===== src/rtl/fft_frame_sequencer.sv =====
// Frames the decimated ADC sample stream into fixed-length blocks for the FFT engine,
// buffers them in a small FWFT skid FIFO, and collects the peak-bin index per frame.
module fft_frame_sequencer #(
  parameter int DATA_W     = 12,
  parameter int IDX_W      = 8,
  parameter int LEN_W      = 9,
  parameter int FIFO_DEPTH = 8,
  parameter int TIMEOUT    = 4096
) (
  input  logic              clk_clk,
  input  logic              reset_reset,
  input  logic              start,
  input  logic              abort,
  input  logic              continuous,
  input  logic [LEN_W-1:0]  frame_len,
  input  logic [3:0]        decim,
  input  logic [DATA_W-1:0] adc_data,
  input  logic              adc_valid,
  output logic [DATA_W-1:0] fft_data,
  output logic              fft_valid,
  output logic              fft_sop,
  output logic              fft_eop,
  input  logic              fft_ready,
  input  logic [IDX_W-1:0]  fft_idx,
  input  logic              fft_idx_valid,
  output logic [IDX_W-1:0]  result_idx,
  output logic              result_valid,
  output logic              busy,
  output logic              overrun,
  output logic              timeout,
  output logic [15:0]       frame_cnt
);

  localparam int PTR_W = $clog2(FIFO_DEPTH);
  localparam int TMR_W = $clog2(TIMEOUT + 1);

  typedef enum logic [2:0] {IDLE, ARM, CAPTURE, WAIT_RES, DONE} state_t;

  state_t            state;
  logic [LEN_W-1:0]  len_q;
  logic [3:0]        decim_q;
  logic [3:0]        decim_ctr;
  logic [LEN_W-1:0]  push_cnt;
  logic [LEN_W-1:0]  pop_cnt;
  logic [TMR_W-1:0]  timer;

  logic [DATA_W-1:0] mem [FIFO_DEPTH];
  logic [PTR_W-1:0]  wr_ptr;
  logic [PTR_W-1:0]  rd_ptr;
  logic [PTR_W:0]    count;

  logic fifo_full;
  logic keep;
  logic pop;
  logic push;
  logic drop;

  assign fifo_full = (count == (PTR_W+1)'(FIFO_DEPTH));
  assign fft_valid = (state == CAPTURE) && (count != '0);
  assign fft_data  = mem[rd_ptr];
  assign fft_sop   = fft_valid && (pop_cnt == '0);
  assign fft_eop   = fft_valid && (pop_cnt == len_q - LEN_W'(1));
  assign busy      = (state != IDLE);

  // A kept sample still gets in when the FIFO is full if a beat leaves in the same cycle.
  assign keep = (state == CAPTURE) && adc_valid && (decim_ctr == '0) && (push_cnt < len_q);
  assign pop  = fft_valid && fft_ready;
  assign push = keep && (!fifo_full || pop);
  assign drop = keep && fifo_full && !pop;

  always_ff @(posedge clk_clk) begin
    if (push) mem[wr_ptr] <= adc_data;
  end

  always_ff @(posedge clk_clk) begin
    if (reset_reset) begin
      state        <= IDLE;
      len_q        <= '0;
      decim_q      <= '0;
      decim_ctr    <= '0;
      push_cnt     <= '0;
      pop_cnt      <= '0;
      timer        <= '0;
      wr_ptr       <= '0;
      rd_ptr       <= '0;
      count        <= '0;
      result_idx   <= '0;
      result_valid <= 1'b0;
      overrun      <= 1'b0;
      timeout      <= 1'b0;
      frame_cnt    <= '0;
    end else begin
      result_valid <= 1'b0;
      if (abort) begin
        state  <= IDLE;
        wr_ptr <= '0;
        rd_ptr <= '0;
        count  <= '0;
      end else begin
        case (state)
          IDLE: begin
            if (start && (frame_len != '0)) begin
              len_q   <= frame_len;
              decim_q <= decim;
              overrun <= 1'b0;
              timeout <= 1'b0;
              state   <= ARM;
            end
          end
          ARM: begin
            decim_ctr <= '0;
            push_cnt  <= '0;
            pop_cnt   <= '0;
            wr_ptr    <= '0;
            rd_ptr    <= '0;
            count     <= '0;
            state     <= CAPTURE;
          end
          CAPTURE: begin
            if (adc_valid) decim_ctr <= (decim_ctr == decim_q) ? 4'd0 : decim_ctr + 4'd1;
            if (drop) overrun <= 1'b1;
            if (push) begin
              wr_ptr   <= wr_ptr + PTR_W'(1);
              push_cnt <= push_cnt + LEN_W'(1);
            end
            if (pop) begin
              rd_ptr  <= rd_ptr + PTR_W'(1);
              pop_cnt <= pop_cnt + LEN_W'(1);
            end
            case ({push, pop})
              2'b10:   count <= count + (PTR_W+1)'(1);
              2'b01:   count <= count - (PTR_W+1)'(1);
              default: count <= count;
            endcase
            if (pop && fft_eop) begin
              timer <= '0;
              state <= WAIT_RES;
            end
          end
          WAIT_RES: begin
            if (fft_idx_valid) begin
              result_idx   <= fft_idx;
              result_valid <= 1'b1;
              frame_cnt    <= frame_cnt + 16'd1;
              state        <= DONE;
            end else if (timer == TMR_W'(TIMEOUT)) begin
              timeout <= 1'b1;
              state   <= DONE;
            end else begin
              timer <= timer + TMR_W'(1);
            end
          end
          DONE: begin
            state <= continuous ? ARM : IDLE;
          end
          default: state <= IDLE;
        endcase
      end
    end
  end

endmodule

===== config.mk =====
export PLATFORM = sky130hd
export DESIGN_NAME = fft_frame_sequencer
export DESIGN_NICKNAME = d
export VERILOG_FILES = /design/src/rtl/fft_frame_sequencer.sv
export SDC_FILE = /design/constraint.sdc
export NUM_CORES = 1
export LEC_CHECK = 0
export CORE_UTILIZATION = 41
export DETAILED_ROUTE_END_ITERATION = 10
export GPL_ROUTABILITY_DRIVEN = 0
export SYNTH_ARGS = -nofsm -noshare
export SYNTH_HDL_FRONTEND = slang
export SYNTH_SLANG_ARGS = --single-unit

===== constraint.sdc =====
create_clock -name clk_clk -period 7.9 [get_ports clk_clk]
set_input_delay 1.58 -clock clk_clk [delete_from_list [all_inputs] [get_ports clk_clk]]
set_output_delay 1.58 -clock clk_clk [all_outputs]
set_load 0.1 [all_outputs]

==> results.toml <==
[outcome]
status = "finished, final reports clean"

[synthesis]
yosysMostFrequentCell = "edfxtp_1"
synth_area_leaders = "edfxtp_1 (34%), dfxtp_1 (21%), mux4_2 (6.3%)"
synth_edf_count = 96
synth_ff_type = "edfxtp_1"
synth_top_area_cell = "edfxtp_1"
synth_area_per_cell_sq_um = 11.8
synth_top_area_share_pct = 33.8
netlist_instances = 724
synth_warnings = 0
synth_area_sq_um = 8530
yosysUniqueCellTypes = 67
synth-seq-cells = 187
seq_area_frac_synth_pct = 55.1
syn_nets = 787
synth-async-reset-ratio_pct = 0
yosys-top-cells-count = "edfxtp_1 (96), dfxtp_1 (91), nand2_1 (77), nor2_1 (71), a21oi_1 (29)"

[placed_design]
pre_cts_slack_ns = 3.01
dp_hpwl_um = 12400
portBuffers = 83

[global_route]
grt_pass1_wl_um = 30500
grt_util_all_layers_pct = 18.2
grt_pass1_vias = 5818
antenna_found_initial = 0
overflow = 0
grt_max_degree = 75

[cells_and_area]
syn_to_final_growth_pct = 20.5
seqCellArea_sq_um = 4700
drive_above_1_share_pct = 13.6
fillers = 1767
diodes = 0
nets = 869
multi_input_area_sq_um = 3610

[sta]
drv_slew = 0
finalCritPeriodShare_pct = 68.4
finClkSkew_ns = 0.0128
rsz0062_at_grt = "no"
max_freq_ghz = 0.185
tightest_slew_ns = 0.992
timing.final.ws_setup_ns = 2.50
finalSetupViolCount = 0
finalSetupTns_ns = 0
slew_headroom_pct = 33.7
min_period_ns = 5.40
hold_viol_final = 0

[power]
p_leak_nw = 3.48
vdd_drop_max_mv = 0.163
power_density_nw_per_um2 = 195

[clocking]
clkSlewWorstSetupHoldPaths_ns = 0.08
cts_buffers = 17
clkLatencyLatePin_ns = 0.44
clk_path_buf_depth = 2
ctsHoldBuffers = 0
cts_tree = "yes"
cts_resized = 0
cts_sinks = 187
clockRootBuffer = "clkbuf_16"
htreeDepth = 4
cts.repair_timing.setup_buffer_count = 0

[route]
antenna_left = 0
dr.pass1.iters = 5
vias = 5934
drc = 0
wl_per_cell_um = 17.2
wirelength_um = 18700
vias_per_cell = 5.45
drt-initial-drc-count = 330

[setup_path]
end_kind = "output pin"
critPathMaxFanout = 6
critPathKind = "reg2out"
crit_path_start_kind = "register"
required_ns = 6.32
critPathArrivalTime_ns = 3.82

[worst_hold_path]
holdCritPathClass = "reg2reg"

[die]
coreArea_sq_um = 20300
start_util_pct = 42.0
die_h_um = 146
die_x_um = 146
dieArea_sq_um = 21400
rows = 52
io_pins = 84

[run]
drv_cap = 0
registers in the layout (all words and copies together), names as in the netlist, named ones only:
signal / flops
push_cnt: 9
timer: 13
count: 4
rd_ptr: 3
decim_ctr: 4
pop_cnt: 9
overrun: 1
mem: 96
state: 3
len_q: 9
result_idx: 8
result_valid: 1
decim_q: 4
wr_ptr: 3
timeout: 1
frame_cnt: 16
layer usage:
metal  vias up  part of all wire [%]  track usage [%]
li1       2832                     -                -
met3        20                   3.9             3.31
met5         -                     0                0
met4         0                   1.3             5.99
met1      2919                    47             24.2
met2       163                    48             29.9
cell usage in the layout (no fill, tap or decap), types with 6 or more instances in the layout:
| cell | netlist | routed |
|---|---|---|
| a2111oi_2 | 6 | 6 |
| a21oi_1 | 29 | 29 |
| a311oi_1 | 9 | 9 |
| a31oi_1 | 6 | 6 |
| and3_1 | 12 | 12 |
| buf_4 | 1 | 12 |
| clkbuf_16 | 0 | 17 |
| clkdlybuf4s50_1 | 0 | 82 |
| dfxtp_1 | 91 | 91 |
| edfxtp_1 | 96 | 96 |
| ha_1 | 21 | 21 |
| inv_1 | 24 | 24 |
| mux2_2 | 12 | 12 |
| mux2i_1 | 25 | 25 |
| mux4_2 | 24 | 24 |
| nand2_1 | 77 | 77 |
| nand3_1 | 21 | 21 |
| nand3b_1 | 6 | 6 |
| nand4_1 | 8 | 8 |
| nor2_1 | 71 | 71 |
| nor3_1 | 10 | 9 |
| nor4_1 | 7 | 6 |
| o21ai_0 | 14 | 14 |
| or3_1 | 16 | 16 |
| xnor2_1 | 17 | 17 |
| xor2_1 | 22 | 22 |
where the power goes:
| group | switching, mW | internal (mW) | total, mW |
|---|---|---|---|
| Clock | 0.421 | 0.460 | 0.881 |
| Combinational | 0.0559 | 0.0403 | 0.0961 |
| Sequential | 0.00516 | 1.02 | 1.03 |
| Total | 0.482 | 1.52 | 2.00 |
cell families after synthesis:
group | after synthesis | synth area share [%]
buffers and inverters | 56 | 2.93
muxes | 61 | 10.8
and+or+nand+nor | 258 | 15.0
AOI/OAI and AO/OA | 101 | 8.75
adders and majority gates | 22 | 3.31
xor gates and xnor gates | 39 | 4.00
DFF | 187 | 55.1
stage by stage:
| stage | std cells | instance area [sq um] | hold WS, ns | util [%] | total power [mW] |
|---|---|---|---|---|---|
| after floorplan | 724 | 8530 | 0.439 | - | 1.10 |
| after global placement | 1057 | 9660 | 0.443 | 47.6 | 1.14 |
| after detailed placement | 1057 | 9660 | 0.450 | 47.6 | 1.15 |
| after CTS | 1089 | 10300 | 0.461 | 50.6 | 2.02 |
| after global routing | 1089 | 10300 | 0.492 | 50.6 | 2.07 |
| final | 1089 | 10300 | 0.457 | 50.6 | 2.00 |
worst paths after layout:
kind | to | cells after the start | slack (ns) | start
worst min register to register | result_idx[7] | 2 | 0.46 | result_idx[7]
worst max-delay path | fft_eop | 7 | 2.50 | len_q[0]
worst min-delay path | result_idx[7] | 2 | 0.46 | result_idx[7]
worst max register to register | mem[3][6] | 8 | 4.57 | len_q[6]
critical path: stages, from the launching register on:
cell             delay, ns
dfxtp_1               0.43
inv_1                 0.10
ha_1                  0.32
xnor2_1               0.13
nor4_1                0.35
or3b_2                0.48
nor4b_1               0.36
clkdlybuf4s50_1       1.21
cell type report:
cell class	instances	share of cell area (%)
Sequential cell	187	45.8
Multi-Input combinational cell	481	35.1
Timing Repair Buffer	95	8.91
Clock buffer	17	4.14
Tap cell	270	3.29
Clock inverter	15	1.89
Inverter	24	0.876
No activity file was read; power rests on OpenSTA's default activity.
